File: config.mk
export PLATFORM = sky130hd
export DESIGN_NAME = log_compress
export DESIGN_NICKNAME = d
export VERILOG_FILES = /design/src/rtl/logc_pkg.sv /design/src/rtl/log2_interp.sv /design/src/rtl/log_compress.sv
export SDC_FILE = /design/constraint.sdc
export NUM_CORES = 1
export LEC_CHECK = 0
export ABC_CLOCK_PERIOD_IN_PS = 10200
export CAP_MARGIN = 20
export CORE_ASPECT_RATIO = 0.9
export CORE_MARGIN = 2
export CORE_UTILIZATION = 48
export CTS_BUF_LIST = sky130_fd_sc_hd__clkbuf_16
export DETAILED_ROUTE_END_ITERATION = 16
export PLACE_DENSITY = 0.65
export SKIP_LAST_GASP = 1
export SLEW_MARGIN = 20
export SYNTH_ARGS = -nofsm -noshare
export SYNTH_HDL_FRONTEND = slang
export SYNTH_SLANG_ARGS = --single-unit
File: constraint.sdc
create_clock -name clk -period 10.2 [get_ports clk]
set_clock_uncertainty 0.2 [all_clocks]
set_input_delay 2.04 -clock clk [delete_from_list [all_inputs] [get_ports clk]]
set_output_delay 2.04 -clock clk [all_outputs]
set_load 0.01 [all_outputs]
File: src/rtl/logc_pkg.sv
// Shared widths, log2 mantissa table and saturation constant for the logc chain.
// Table entries are built at elaboration time from LUT_BITS/FRAC_BITS.
// No logic of its own; only constants and a table-read helper.
package logc_pkg;
    localparam int DATA_WIDTH  = 16;
    localparam int SHIFT_WIDTH = 4;
    localparam int FRAC_BITS   = 8;
    localparam int LUT_BITS    = 5;
    localparam int OUT_WIDTH   = 8;
    localparam int GAIN_SHIFT  = 8;
    localparam int GAIN_WIDTH  = 8;

    localparam int LOG_WIDTH   = SHIFT_WIDTH + FRAC_BITS;
    localparam int R_WIDTH     = DATA_WIDTH - 1 - LUT_BITS;
    localparam int LUT_WIDTH   = FRAC_BITS + 1;
    localparam int LUT_ENTRIES = (1 << LUT_BITS) + 1;
    localparam int LUT_GUARD   = 12;

    localparam logic [OUT_WIDTH-1:0] PIX_MAX = {OUT_WIDTH{1'b1}};

    // round(2^FRAC_BITS * log2(1 + k/2^LUT_BITS)) by repeated squaring in Q2.30
    function automatic logic [LUT_WIDTH-1:0] lut_entry(input int k);
        logic [63:0] x;
        int          ip;
        int          acc;
        x  = 64'((1 << LUT_BITS) + k) << (30 - LUT_BITS);
        ip = 0;
        if (x >= (64'd2 << 30)) begin
            ip = 1;
            x  = x >> 1;
        end
        acc = 0;
        for (int i = 0; i < FRAC_BITS + LUT_GUARD; i++) begin
            x   = (x * x) >> 30;
            acc = acc * 2;
            if (x >= (64'd2 << 30)) begin
                acc = acc + 1;
                x   = x >> 1;
            end
        end
        return LUT_WIDTH'((ip << FRAC_BITS) + ((acc + (1 << (LUT_GUARD - 1))) >> LUT_GUARD));
    endfunction

    function automatic logic [LUT_ENTRIES*LUT_WIDTH-1:0] gen_lut();
        logic [LUT_ENTRIES*LUT_WIDTH-1:0] t;
        t = '0;
        for (int k = 0; k < LUT_ENTRIES; k++)
            t[k*LUT_WIDTH +: LUT_WIDTH] = lut_entry(k);
        return t;
    endfunction

    localparam logic [LUT_ENTRIES*LUT_WIDTH-1:0] LUT_FLAT = gen_lut();

    function automatic logic [LUT_WIDTH-1:0] lut_read(input logic [LUT_BITS:0] k);
        return LUT_FLAT[int'(k)*LUT_WIDTH +: LUT_WIDTH];
    endfunction
endpackage

File: src/rtl/log2_interp.sv
// log2 of a normalised sample: S1 splits index/remainder and reads the table, S2 interpolates.
// Latency 2 cycles from sample_valid to log_valid.
// Both stages advance only while en is high; otherwise they hold.
module log2_interp
    import logc_pkg::*;
(
    input  logic                   clk,
    input  logic                   reset,
    input  logic                   en,
    input  logic                   sample_valid,
    input  logic [DATA_WIDTH-1:0]  data,
    input  logic [SHIFT_WIDTH-1:0] shift,
    output logic                   log_valid,
    output logic [LOG_WIDTH-1:0]   log_val
);
    logic                         s1_valid;
    logic [LUT_WIDTH-1:0]         s1_lo;
    logic [LUT_WIDTH-1:0]         s1_hi;
    logic [R_WIDTH-1:0]           s1_r;
    logic [SHIFT_WIDTH-1:0]       s1_e;

    logic [SHIFT_WIDTH-1:0]       shift_c;
    logic [LUT_BITS:0]            idx;
    logic [LUT_WIDTH+R_WIDTH-1:0] prod;
    logic [LUT_WIDTH-1:0]         frac;

    always_comb begin
        shift_c = (int'(shift) > DATA_WIDTH - 1) ? SHIFT_WIDTH'(DATA_WIDTH - 1) : shift;
        idx     = {1'b0, data[DATA_WIDTH-2 -: LUT_BITS]};
        prod    = (LUT_WIDTH+R_WIDTH)'(s1_hi - s1_lo) * (LUT_WIDTH+R_WIDTH)'(s1_r);
        frac    = s1_lo + LUT_WIDTH'(prod >> R_WIDTH);
    end

    always_ff @(posedge clk) begin
        if (reset) begin
            s1_valid  <= 1'b0;
            log_valid <= 1'b0;
        end else if (en) begin
            s1_valid  <= sample_valid;
            log_valid <= s1_valid;
        end
    end

    // An un-normalised sample (MSB clear, including zero) is forced to log 0.
    always_ff @(posedge clk) begin
        if (en && sample_valid) begin
            if (data[DATA_WIDTH-1]) begin
                s1_lo <= lut_read(idx);
                s1_hi <= lut_read(idx + (LUT_BITS+1)'(1));
                s1_r  <= data[R_WIDTH-1:0];
                s1_e  <= SHIFT_WIDTH'(DATA_WIDTH - 1) - shift_c;
            end else begin
                s1_lo <= '0;
                s1_hi <= '0;
                s1_r  <= '0;
                s1_e  <= '0;
            end
        end
        // frac tops out at 2^FRAC_BITS-1, so the add is a plain concatenation
        if (en && s1_valid)
            log_val <= {s1_e, {FRAC_BITS{1'b0}}} + LOG_WIDTH'(frac);
    end
endmodule

File: src/rtl/log_compress.sv
// Log compression: log2 via table interpolation, then floor/gain/saturate to a pixel; LOGC_CLIP_STATS_EN adds clip counters.
// Latency 3 cycles from input handshake to out_valid, 1 sample/cycle.
// One global advance (out idle or out_ready) drives in_ready; a stalled output freezes every stage.
module log_compress
    import logc_pkg::*;
(
    input  logic                   clk,
    input  logic                   reset,
    input  logic                   in_valid,
    output logic                   in_ready,
    input  logic [DATA_WIDTH-1:0]  data_in,
    input  logic [SHIFT_WIDTH-1:0] shift_amt,
    input  logic [LOG_WIDTH-1:0]   dr_offset,
    input  logic [GAIN_WIDTH-1:0]  gain,
    output logic                   out_valid,
    input  logic                   out_ready,
    output logic [OUT_WIDTH-1:0]   pix_out,
    output logic [LOG_WIDTH-1:0]   log_out
`ifdef LOGC_CLIP_STATS_EN
    ,
    output logic [15:0]            clip_hi_cnt,
    output logic [15:0]            clip_lo_cnt
`endif
);
    localparam int PROD_WIDTH = LOG_WIDTH + GAIN_WIDTH;

    logic                  adv;
    logic                  s2_valid;
    logic [LOG_WIDTH-1:0]  s2_log;
    logic                  floor_hit;
    logic                  sat_hit;
    logic [PROD_WIDTH-1:0] scaled;
    logic [OUT_WIDTH-1:0]  pix_c;

    assign adv      = !out_valid || out_ready;
    assign in_ready = adv;

    log2_interp u_interp (
        .clk          (clk),
        .reset        (reset),
        .en           (adv),
        .sample_valid (in_valid),
        .data         (data_in),
        .shift        (shift_amt),
        .log_valid    (s2_valid),
        .log_val      (s2_log)
    );

    always_comb begin
        floor_hit = (s2_log <= dr_offset);
        scaled    = (PROD_WIDTH'(s2_log - dr_offset) * PROD_WIDTH'(gain)) >> GAIN_SHIFT;
        sat_hit   = !floor_hit && (scaled > PROD_WIDTH'(PIX_MAX));
        if (floor_hit)
            pix_c = '0;
        else if (sat_hit)
            pix_c = PIX_MAX;
        else
            pix_c = scaled[OUT_WIDTH-1:0];
    end

    always_ff @(posedge clk) begin
        if (reset) begin
            out_valid <= 1'b0;
            pix_out   <= '0;
            log_out   <= '0;
        end else if (adv) begin
            out_valid <= s2_valid;
            if (s2_valid) begin
                pix_out <= pix_c;
                log_out <= s2_log;
            end
        end
    end

`ifdef LOGC_CLIP_STATS_EN
    logic clip_hi_q;
    logic clip_lo_q;

    always_ff @(posedge clk) begin
        if (reset) begin
            clip_hi_q   <= 1'b0;
            clip_lo_q   <= 1'b0;
            clip_hi_cnt <= '0;
            clip_lo_cnt <= '0;
        end else begin
            if (adv && s2_valid) begin
                clip_hi_q <= sat_hit;
                clip_lo_q <= floor_hit;
            end
            if (out_valid && out_ready && clip_hi_q && clip_hi_cnt != 16'hFFFF)
                clip_hi_cnt <= clip_hi_cnt + 16'd1;
            if (out_valid && out_ready && clip_lo_q && clip_lo_cnt != 16'hFFFF)
                clip_lo_cnt <= clip_lo_cnt + 16'd1;
        end
    end
`endif
endmodule

Word-level counts from Yosys, hierarchy flattened. Cells that the tools add are included. W data, S select, Z words.

Output and inout bits: 22. Word-level logic and storage cells: 33. Flip-flop bits (word level): 67. Input port bits: 44.

Muxes and demuxes: 2. Multiply operators: 4. Shift operators: 2. Order comparisons: 2. Add/sub/neg operators: 6. Reductions and logical operators: 7.

Operators with widths (number): $shiftx A297 B32 Y9 const A (2); $mul A13 B9 Y20 (1); $mul A19 B10 Y19 (1); $mux W8 (2); $sub A12 B12 Y13 (1); $add A12 B9 Y12 (1); $gt A12 B8 Y1 const B (1); $le A12 B12 Y1 (1); $mul A6 B4 Y10 const B (1); $sub A9 B9 Y10 (1); $add A9 B9 Y9 (1); $mul A5 B4 Y9 const B (1); $add A5 B1 Y6 const B (1); $sub A4 B4 Y4 const A (1); $logic_and A1 B1 Y1 (3); $logic_not A1 Y1 (2); $reduce_and A2 Y1 (1); $logic_or A1 B1 Y1 (1).

Longest topological paths before layout. Gate-level depths: netlist (run 1).

Depth in word-level cells: 6. Gate-level depth with buffers: 40. Mapped depth without buffers: 40.

Cells and area by module. From an unflattened synthesis (run 1), not the netlist that was laid out.

Cells, all modules: 1276. Area total of the unflattened synthesis: 11305.8 sq um.

By module, submodules not included: log2_interp (cells each 642, instances 1, area an instance 6124.6 sq um, seq. area each 1331.3 sq um); log_compress (cells each 634, instances 1, area an instance 5181.2 sq um, seq. area each 420.4 sq um).

Worst setup path after synthesis (run 1). No wires, ideal clock.

Kind: register to register. From: reg u_interp.s1_lo[0]. To: reg u_interp.log_val[10], data pin. Library setup time: 258 ps. Required time: 9742 ps. Clock period less this slack: 8693 ps. Slack: 1507 ps. Stages on the path, launching flop included: 37. Arrival: 8235 ps. Path buffers: 0. Cell sequence: edfxtp_1 > ha_1 > fa_1 > nor2b_1 > o21ai_1 > a21boi_0 > o21ai_1 > a21boi_1 > o21ai_1 > a21boi_1 > o21ai_0 > fa_1 > inv_1 > fa_1 > fa_1 > fa_1 > inv_1 > fa_1 > inv_1 > ha_1 > nor3_1 > o211ai_2 > o221ai_1 > nand2b_1 > xor2_1 > fa_1 > a21o_1 > a21oi_1 > nor2b_1 > o21a_1 > o41ai_1 > xnor2_1 > xnor2_1 > xnor2_1 > ha_1 > ha_1 > xor2_1.

Word-level cells in the longest chain between the ends: 4.

RTL lines: start: declaration (RTL line log2_interp.sv:17) `logic [LUT_WIDTH-1:0] s1_lo;`; start signal: assignment (RTL line log2_interp.sv:48) `s1_lo <= lut_read(idx);`; $sub A9 B9 Y10 (RTL line log2_interp.sv:30) `prod = (LUT_WIDTH+R_WIDTH)'(s1_hi - s1_lo) * (LUT_WIDTH+R_WIDTH)'(s1_r);`; $mul A19 B10 Y19 (RTL line log2_interp.sv:30); $add A9 B9 Y9 * (RTL line log2_interp.sv:31) `frac = s1_lo + LUT_WIDTH'(prod >> R_WIDTH);`; $add A12 B9 Y12 * (RTL line log2_interp.sv:61) `log_val <= {s1_e, {FRAC_BITS{1'b0}}} + LOG_WIDTH'(frac);`; end signal: assignment (RTL line log2_interp.sv:61); end: declaration (RTL line log2_interp.sv:14) `output logic [LOG_WIDTH-1:0] log_val`.

Mark *: on every way between the ends. The rest lies on a longest branch, timed or not. A chain may end at the register's enable or synchronous reset.

Worst setup path after layout (run 1). Same ends and word-level chain as after synthesis.

==> results of run 1 <==
logic make-up after synthesis:
family | after synthesis | share of synthesized area, %
xor+xnor | 58 | 4.660
compound gates | 161 | 9.913
mux | 4 | 0.3576
simple gates | 396 | 17.81
buf+inv | 299 | 10.04
fa+ha+maj | 273 | 41.57
flops | 66 | 15.65
metrics by stage:
step	util, %	cell area [um2]	hold WS [ns]
after floorplan	-	11200	0.2515
after global placement	52.42	12130	0.2444
after detailed placement	52.42	12130	0.2494
after CTS	53.70	12430	0.2580
after global routing	53.76	12440	0.2818
final	53.76	12440	0.2590
flip-flops by register name, summed over array words and instances (netlist names), 4 cells and up:
name / count
u_interp.s1_hi: 9
u_interp.s1_lo: 8
pix_out: 8
log_out: 12
u_interp.s1_r: 10
u_interp.log_val: 12
u_interp.s1_e: 4
layout by cell type, fill, tap and decap left out, types with 10 or more instances in the layout:
cell,Yosys,routed
o21ai_0,26,26
nor2_1,61,61
ha_1,108,108
fa_1,165,165
and2_1,85,85
xnor2_1,38,36
nand2b_1,13,13
nor2b_1,34,34
inv_1,260,260
edfxtp_1,43,43
clkdlybuf4s50_1,0,64
nand2_1,143,143
a21oi_1,45,45
nor3_1,12,12
dfxtp_1,23,23
clkbuf_16,0,10
xor2_1,19,19
o21a_1,12,12
worst max path at each step:
stage                      start  cells after the start  slack [ns]              endpoint
4_1_cts        u_interp.s1_lo[0]                     37        0.64  u_interp.log_val[10]
2_1_floorplan  u_interp.s1_lo[0]                     36        1.51  u_interp.log_val[10]
5_1_grt        u_interp.s1_lo[0]                     39        0.05  u_interp.log_val[10]
6_report       u_interp.s1_lo[0]                     37        0.78  u_interp.log_val[10]
3_3_place_gp   u_interp.s1_lo[1]                     38        0.90  u_interp.log_val[10]
3_5_place_dp   u_interp.s1_lo[1]                     39        0.67  u_interp.log_val[10]
metal layers:
layer	vias to the layer above	global-route usage [%]	wire length, um
met2	180	35.67	11930
li1	4036	-	-
met3	25	2.280	928
met1	4083	31.01	11580
met4	0	5.435	353
met5	-	0	0
cell type report:
class                           instances  area, um2
Multi-Input combinational cell        892       8339
Fill cell                            2140      10700
Clock buffer                           10      250.2
Timing Repair Buffer                   72      698.2
Sequential cell                        66       1752
Inverter                              261      979.7
Tap cell                              302      377.9
Clock inverter                          6      45.04
critical path: cells and delay by family, from the launching register on:
family	cells	cell delay [ns]
compound gates	10	2.08
xor+xnor	5	0.75
fa+ha+maj	11	4.14
buf+inv	3	0.14
flops	1	0.39
simple gates	8	1.46
==> run summary, run 1 <==
The number of buffers between clock root and the deepest sink came out at 2. The number of port buffers came out at 65. The maximum achievable frequency is 106.2 MHz. The relative slew slack is 35.66%.

The via count normalized by instance count is 5.173. Setup total negative slack on the finished layout was measured at 0 ns. The H-tree depth is 3. The total overflow reported by the global router is 0.

Clock tree synthesis selected as its root buffer the cell clkbuf_16. The worst register-to-register path ends at u_interp.log_val[10]. The total of cells resized after clock tree synthesis is 0.

STA classifies the critical path endpoint as a flop. The core region is 23140 um2. The worst hold path passes through 2 cells. The routed design has 24800 um of wire. STA classifies the critical path startpoint as a flop.

The worst path needs 9.416 ns of the cycle, external delays included. The number of endpoints failing setup at the final stage came out at 0. The number of nets in the finished design is 1619.

After legalization and detailed placement, the total HPWL measured 19900 um. The largest stage delay on the critical path is 0.57 ns. The endpoint of the worst hold path is log_out[10]. Setup slack on the worst reg-to-reg path comes out at 0.78 ns. The worst setup path is of the reg -> reg kind. The total die area is 24560 um2.

For this run, the number of Yosys warnings is 0. Entering global routing, the biggest net connects 32 pins. The clock sink count came out at 66. The post-synthesis to final-layout area growth came out at 11.13%.

The number of top-level pins came out at 66. The share of post-route cells with drive strength above 1 came out at 3.826%. The number of hold violations in the final report is 0. The synthesized netlist net count came out at 1574. The remaining routing DRC violations is 0.

The summed instance area of the synthesized netlist is 11200 um2. The peak fanout along the critical path is 10. The post-CTS clock slew at the launch and capture registers of the worst setup and hold paths is 0.06 ns.

The worst hold path startpoint is log_out[10]. In this run, post-CTS hold repair placed 0 buffers. The pre-antenna-repair detailed-routing pass consisted of 7 iterations. The number of rows created at floorplan came out at 53. The max-capacitance violation count came out at 0. After the flow finishes, the layout carries non-filler instances totaling 1609. The via count is 8324. The signal arrival time at the worst endpoint is 9.30 ns. The setup fix buffers added after clock tree synthesis came out at 0.

In this run the worst hold path is classified as reg -> reg. Global routing used 21.75% of the available tracks. The synthesized flop and latch total is 66.

At the end of routability-driven placement, the weighted congestion stood at 0.9064. The area fraction of the dominant cell type after synthesis is 29.50%. The slowest cell on the critical path is nor2_1. The max-slew violation total from the final report is 0. The biggest area contributor in the post-synthesis netlist is fa_1. Sorting the synthesized cells by area gives the leading types as fa_1, ha_1, edfxtp_1, inv_1, nand2_1.

The number of flops mapped to enable cells by yosys came out at 43. The number of design-rule violations left by the first detailed-router iteration came out at 418. Including well taps, the total number of placed cells is 1593. The height of the die is 148.9 um. The cell that appears most often on the critical path is fa_1.

The required time of the critical path came out at 10.09 ns. The start of the worst register-to-register path is u_interp.s1_lo[0]. The initial core utilization came out at 48.38%. The most numerous cell in the Yosys netlist is inv_1. The antenna diode count is 0.

The clock latency of the later-clocked register in the worst-skew pair came out at 0.34 ns. The number of distinct library cell variants in the gate-level netlist after synthesis came out at 72. The smallest setup slack after layout is 0.7840 ns. The number of buffers created by CTS came out at 9. By count the netlist is led by inv_1, fa_1, nand2_1. The first-pass GRT wire length came out at 42030 um. The remaining antenna violation count after routing is 0. Setup repair after global routing left no endpoint under its margin. Sequential cells were found to cover 15.65% of the synthesized design area. After synthesis, the mean cell area works out to 8.907 um2. The floorplan die width came out at 165.0 um. The clock tree from TritonCTS is done. The number of global-route vias before repair was 8414. The number of antenna violations at the first check in global routing came out at 0. The flow ran to the end, and the final reports show no timing, DRC or antenna violations. The post-route fraction of the period consumed by the critical path came out at 92.31%. Among all flip-flop cells after synthesis, the most frequent one is edfxtp_1. The post-place setup slack came out at 0.6680 ns. The worst reg2reg path depth came out at 37. The number of instances in the synthesized netlist is 1257. The slew at the pin closest to its max-slew limit came out at 0.9618 ns. The async set-or-reset flop fraction in the synthesized netlist is 0%. Dividing the detail-routed wire length by the instance count gives 15.41 um.
Power of run 1 is not shown: default switching activity piles up to over one toggle a cycle in this logic, so the estimate is an artifact.
==> run 2: changes to the inputs <==
--- a/config.mk
+++ b/config.mk
@@ -7,12 +7,14 @@
 export LEC_CHECK = 0
 export ABC_CLOCK_PERIOD_IN_PS = 10200
 export CAP_MARGIN = 20
+export CELL_PAD_IN_SITES_DETAIL_PLACEMENT = 0
+export CELL_PAD_IN_SITES_GLOBAL_PLACEMENT = 1
 export CORE_ASPECT_RATIO = 0.9
 export CORE_MARGIN = 2
 export CORE_UTILIZATION = 48
 export CTS_BUF_LIST = sky130_fd_sc_hd__clkbuf_16
 export DETAILED_ROUTE_END_ITERATION = 16
-export PLACE_DENSITY = 0.65
+export PLACE_DENSITY = 0.82
 export SKIP_LAST_GASP = 1
 export SLEW_MARGIN = 20
 export SYNTH_ARGS = -nofsm -noshare
==> run 2 against run 1 <==
Against the previous run: clock-buffer cell count did not move; register-to-register slack improved by 0.09 ns; core utilization barely moved; critical endpoint unchanged; die area did not move; highest routed layer unchanged; worst hold slack got worse by 0.0048 ns.
==> run summary, run 2 (same netlist as run 1, synthesis figures left out) <==
The number of port buffers is 65. The total of fill cells in the finished design came out at 2160. Summed over all layers, the global routing overflow is 0. The final setup TNS is 0 ns. The number of top-level pins is 66. The H-tree depth is 3. The number of global-route vias before repair is 8711. The post-route cell area came out at 12430 um2.

The slowest cell on the critical path is nor2_1. The smallest setup slack after layout came out at 0.8721 ns. Gates resized during post-CTS repair numbered 0. The first-pass detailed-route iteration total came out at 5. The clock latency of the later-clocked register in the worst-skew pair is 0.34 ns. The number of buffers between clock root and the deepest sink is 2. The final weighted congestion in routability-driven placement is 0.9318. The critical path startpoint category is a flop.

Entering global routing, the biggest net connects 32 pins. The initial core utilization is 48.38%. In this design, the critical path's most frequently occurring cell is fa_1. Counting tap cells, the placed design contains a total of 1594 instances. The final instance count without filler cells is 1610.

The peak fanout along the critical path came out at 10. The maximum achievable frequency came out at 107.2 MHz. The tree is rooted in a clkbuf_16. The first global-routing pass estimated 43160 um of wire. The worst path uses 91.45% of the clock period. The worst setup path category is reg -> reg.

TritonCTS created 9 clock buffers. The library cell used most frequently in the layout, excluding fill and tap cells, is inv_1. The run finished with clean final reports. Clock-pin slew was measured on the worst setup and hold paths at 0.06 ns. Global routing consumed, over all layers together, 22.39% of the routing resources. The remaining routing DRC violations came out at 0. The number of buffers added to fix hold violations after cts is 0. The endpoint type of the worst setup path is a flop. The first routing iteration left 374 violations. Setup repair after global routing left no endpoint under its margin.

The post-layout minimum cycle time came out at 9.328 ns. The placed cell area came out at 12140 um2. The final route contains 8273 vias. 0 antenna diodes ended up in the layout. The flop-to-flop setup slack is 0.87 ns. The max-slew violation total from the final report came out at 0. At the pin with the least slew margin, the transition time is 1.037 ns. The clock tree from TritonCTS is done. Max-cap violations in this run came to 0. The total die area is 24560 um2.

The number of rows created at floorplan is 53. Dividing the detail-routed wire length by the instance count gives 15.67 um. The post-synthesis to final-layout area growth came out at 11.03%. For this run, the slowest stage of the critical path takes 0.53 ns.

The floorplan die width came out at 165.0 um. The required time of the critical path is 10.09 ns. The relative slew slack came out at 30.66%. The core area came out at 23140 um2. The type of the worst min-delay path is reg -> reg.

The largest registers in the layout are log_out: 12 flops, u_interp.log_val: 12 flops, u_interp.s1_r: 10 flops. The remaining antenna violation count after routing came out at 0. The total length of routed wires is 25230 um. The via count normalized by instance count is 5.139. The clock sink count came out at 66.

The number of antenna violations at the first check in global routing is 0. The number of endpoints failing setup at the final stage came out at 0. In the layout the commonest cells are inv_1, fa_1, nand2_1.

The number of hold violations in the final report is 0. The signal arrival time at the worst endpoint came out at 9.22 ns. The placed wire-length estimate after detailed placement is 20580 um.

The share of post-route cells with drive strength above 1 came out at 3.517%. Prior to clock tree synthesis, the placed netlist has a worst setup slack of 0.8732 ns. The height of the die is 148.9 um. The number of nets in the finished design is 1620. The setup fix buffers added after clock tree synthesis came out at 0.
==> run 2: area by class of cell <==
| type | instances | area, um2 | share of cell area [%] |
|---|---|---|---|
| Multi-Input combinational cell | 892 | 8320 | 66.93 |
| Sequential cell | 66 | 1752 | 14.09 |
| Inverter | 261 | 979.7 | 7.881 |
| Timing Repair Buffer | 73 | 710.7 | 5.717 |
| Tap cell | 302 | 377.9 | 3.040 |
| Clock buffer | 10 | 250.2 | 2.013 |
| Clock inverter | 6 | 40.04 | 0.3221 |
==> run 2: critical path, delay by kind of cell, from the launching register on <==
kind	cells	cell delay [ns]
buffers and inverters	5	0.26
XOR/XNOR	5	0.73
flip-flops	1	0.39
adder cells (fa/ha/maj)	11	4.07
AO/OA/AOI/OAI	10	2.10
AND/OR/NAND/NOR	8	1.34
==> run 2: path summary, 6_finish.rpt <==
check | from | to | cells after the start
max | u_interp.s1_lo[0] | u_interp.log_val[10] | 39
min | log_out[9] | log_out[9] | 2
max reg2reg | u_interp.s1_lo[0] | u_interp.log_val[10] | 39
min reg2reg | log_out[9] | log_out[9] | 2
==> run 2: through the flow <==
| step | hold slack [ns] | utilization (%) |
|---|---|---|
| final | 0.2543 | 53.71 |
| after global routing | 0.2821 | 53.71 |
| after CTS | 0.2580 | 53.71 |
| after detailed placement | 0.2499 | 52.46 |
| after global placement | 0.2427 | 52.46 |
| after floorplan | 0.2515 | - |
==> run 2: layer usage <==
metal  up-vias  track usage [%]  part of all wire (%)
li1       4035                -                     -
met1      4025            30.68                    46
met2       180            37.98                    48
met3        33            2.335                   4.1
met4         0            5.957                   1.9
met5         -                0                     0
Power of run 2 is left out for the same reason.
==> variant (config.mk and constraints of run 1) <==
Set the package constant `LUT_BITS` to 4 (it was 5).
--- a/src/rtl/logc_pkg.sv
+++ b/src/rtl/logc_pkg.sv
@@ -5,7 +5,7 @@
     localparam int DATA_WIDTH  = 16;
     localparam int SHIFT_WIDTH = 4;
     localparam int FRAC_BITS   = 8;
-    localparam int LUT_BITS    = 5;
+    localparam int LUT_BITS    = 4;
     localparam int OUT_WIDTH   = 8;
     localparam int GAIN_SHIFT  = 8;
     localparam int GAIN_WIDTH  = 8;
Formal check against the unedited RTL: not equivalent (Yosys sat finds a counterexample within 4 cycles, from zero or initial values and one cycle with reset high).
==> variant against run 1 <==
Synthesized area up 1.3%. Cell area rose by 1.4%. Wire length rose by 3.4%. Sequential cell count grew 1. Non-clock buffer count up 5. Setup slack better by 0.060 ns. Highest routed layer unchanged.
Power is left out: the tool's default activity adds up to more than one toggle a clock period on the data nets, which glitch-free logic cannot reach.
==> variant: results (changes against run 1) <==
place_congestion: 0.930  # was 0.906
synth_mux_area_share_pct: 0.177  # was 0.358%
synthDistinctLibCells: 57  # was 72
place_worst_setup_slack_ns: 0.585  # was 0.668 ns
wl_met1_um: 11700  # was 11600 um
yosys.area_share.adder_pct: 43.9  # was 41.6%
grtUsageMet3_pct: 2.67  # was 2.28%
routedWlPerCell_um: 15.9  # was 15.4 um
tns_ns: 0  # unchanged
antenna_found_initial: 0  # unchanged
slowest_delay_ns: 0.65  # was 0.57 ns
syn_inst: 1260  # was 1257
via_per_inst: 5.10  # was 5.17
drtIter0Drc: 434  # was 418
placedCellCount: 1595  # was 1593
cp_slowest_cell: "a2111oi_4"  # was nor2_1
grt_pass1_vias: 8797  # was 8414
cp.arrival_ns: 9.34  # was 9.30 ns
met2WireLength_um: 12400  # was 11900 um
top_regs: "log_out: 12 flops, u_interp.log_val: 12 flops, u_interp.s1_r: 11 flops"  # was log_out: 12 flops, u_interp.log_val: 12 flops, u_interp.s1_r: 10 flops
relSlewSlack_pct: 38.8  # was 35.7%
synthXorXnorAreaFrac_pct: 4.76  # was 4.66%
outcome: "complete, no violations"  # unchanged
drt-pass1-iter-count: 6  # was 7
yosysSeqAreaShare_pct: 15.7  # was 15.6%
use_met1_pct: 29.8  # was 31.0%
grtUsageMet2_pct: 38.0  # was 35.7%
dr_wl_met3_um: 954  # was 928 um
hpwlAfterDp_um: 21400  # was 19900 um
synth_area_leaders: "fa_1 32%, ha_1 12%, edfxtp_1 12%, inv_1 9.1%, and2_1 5.1%"  # was fa_1 30%, ha_1 12%, edfxtp_1 12%, inv_1 8.7%, nand2_1 4.8%
final_layout_size_suffix_gt1_share_pct: 2.83  # was 3.83%
crit_fanout: 8  # was 10
synth_compound_area_share_pct: 8.83  # was 9.91%
grt_pass1_wl_um: 43700  # was 42000 um
grt_usage_pct: 22.1  # was 21.8%
synth_edf_count: 44  # was 43
post_dp_cell_area_sq_um: 12300  # was 12100 sq um
==> variant: cell types whose count changed in the layout (fill, tap and decap cells not counted), moves of 7 or more <==
cell	before	now
fa_1	165	180
and2_1	85	92
a22oi_1	8	0
nand2_1	143	129
nor2b_1	34	23
inv_1	260	276
a211oi_1	6	13
==> variant: worst paths after layout <==
check                    startpoint                    to  slack [ns]  depth (start not counted)
hold / removal           log_out[6]            log_out[6]        0.26                          2
setup / recovery       dr_offset[0]            pix_out[5]        0.84                         26
setup reg to reg  u_interp.s1_lo[0]  u_interp.log_val[10]        0.91                         35
hold reg to reg          log_out[6]            log_out[6]        0.26                          2
==> variant: area by class of cell <==
class	instances	area (sq um)
Fill cell	2149	10700
Multi-Input combinational cell	872	8360
Sequential cell	67	1780
Inverter	277	1040
Timing Repair Buffer	77	753
Tap cell	302	378
Clock buffer	10	250
Clock inverter	6	52.6
==> variant: worst min-delay path, stage by stage, from the launching register on <==
cell     delay, ns
dfxtp_1       0.31
nand2_1       0.05
a21oi_1       0.05
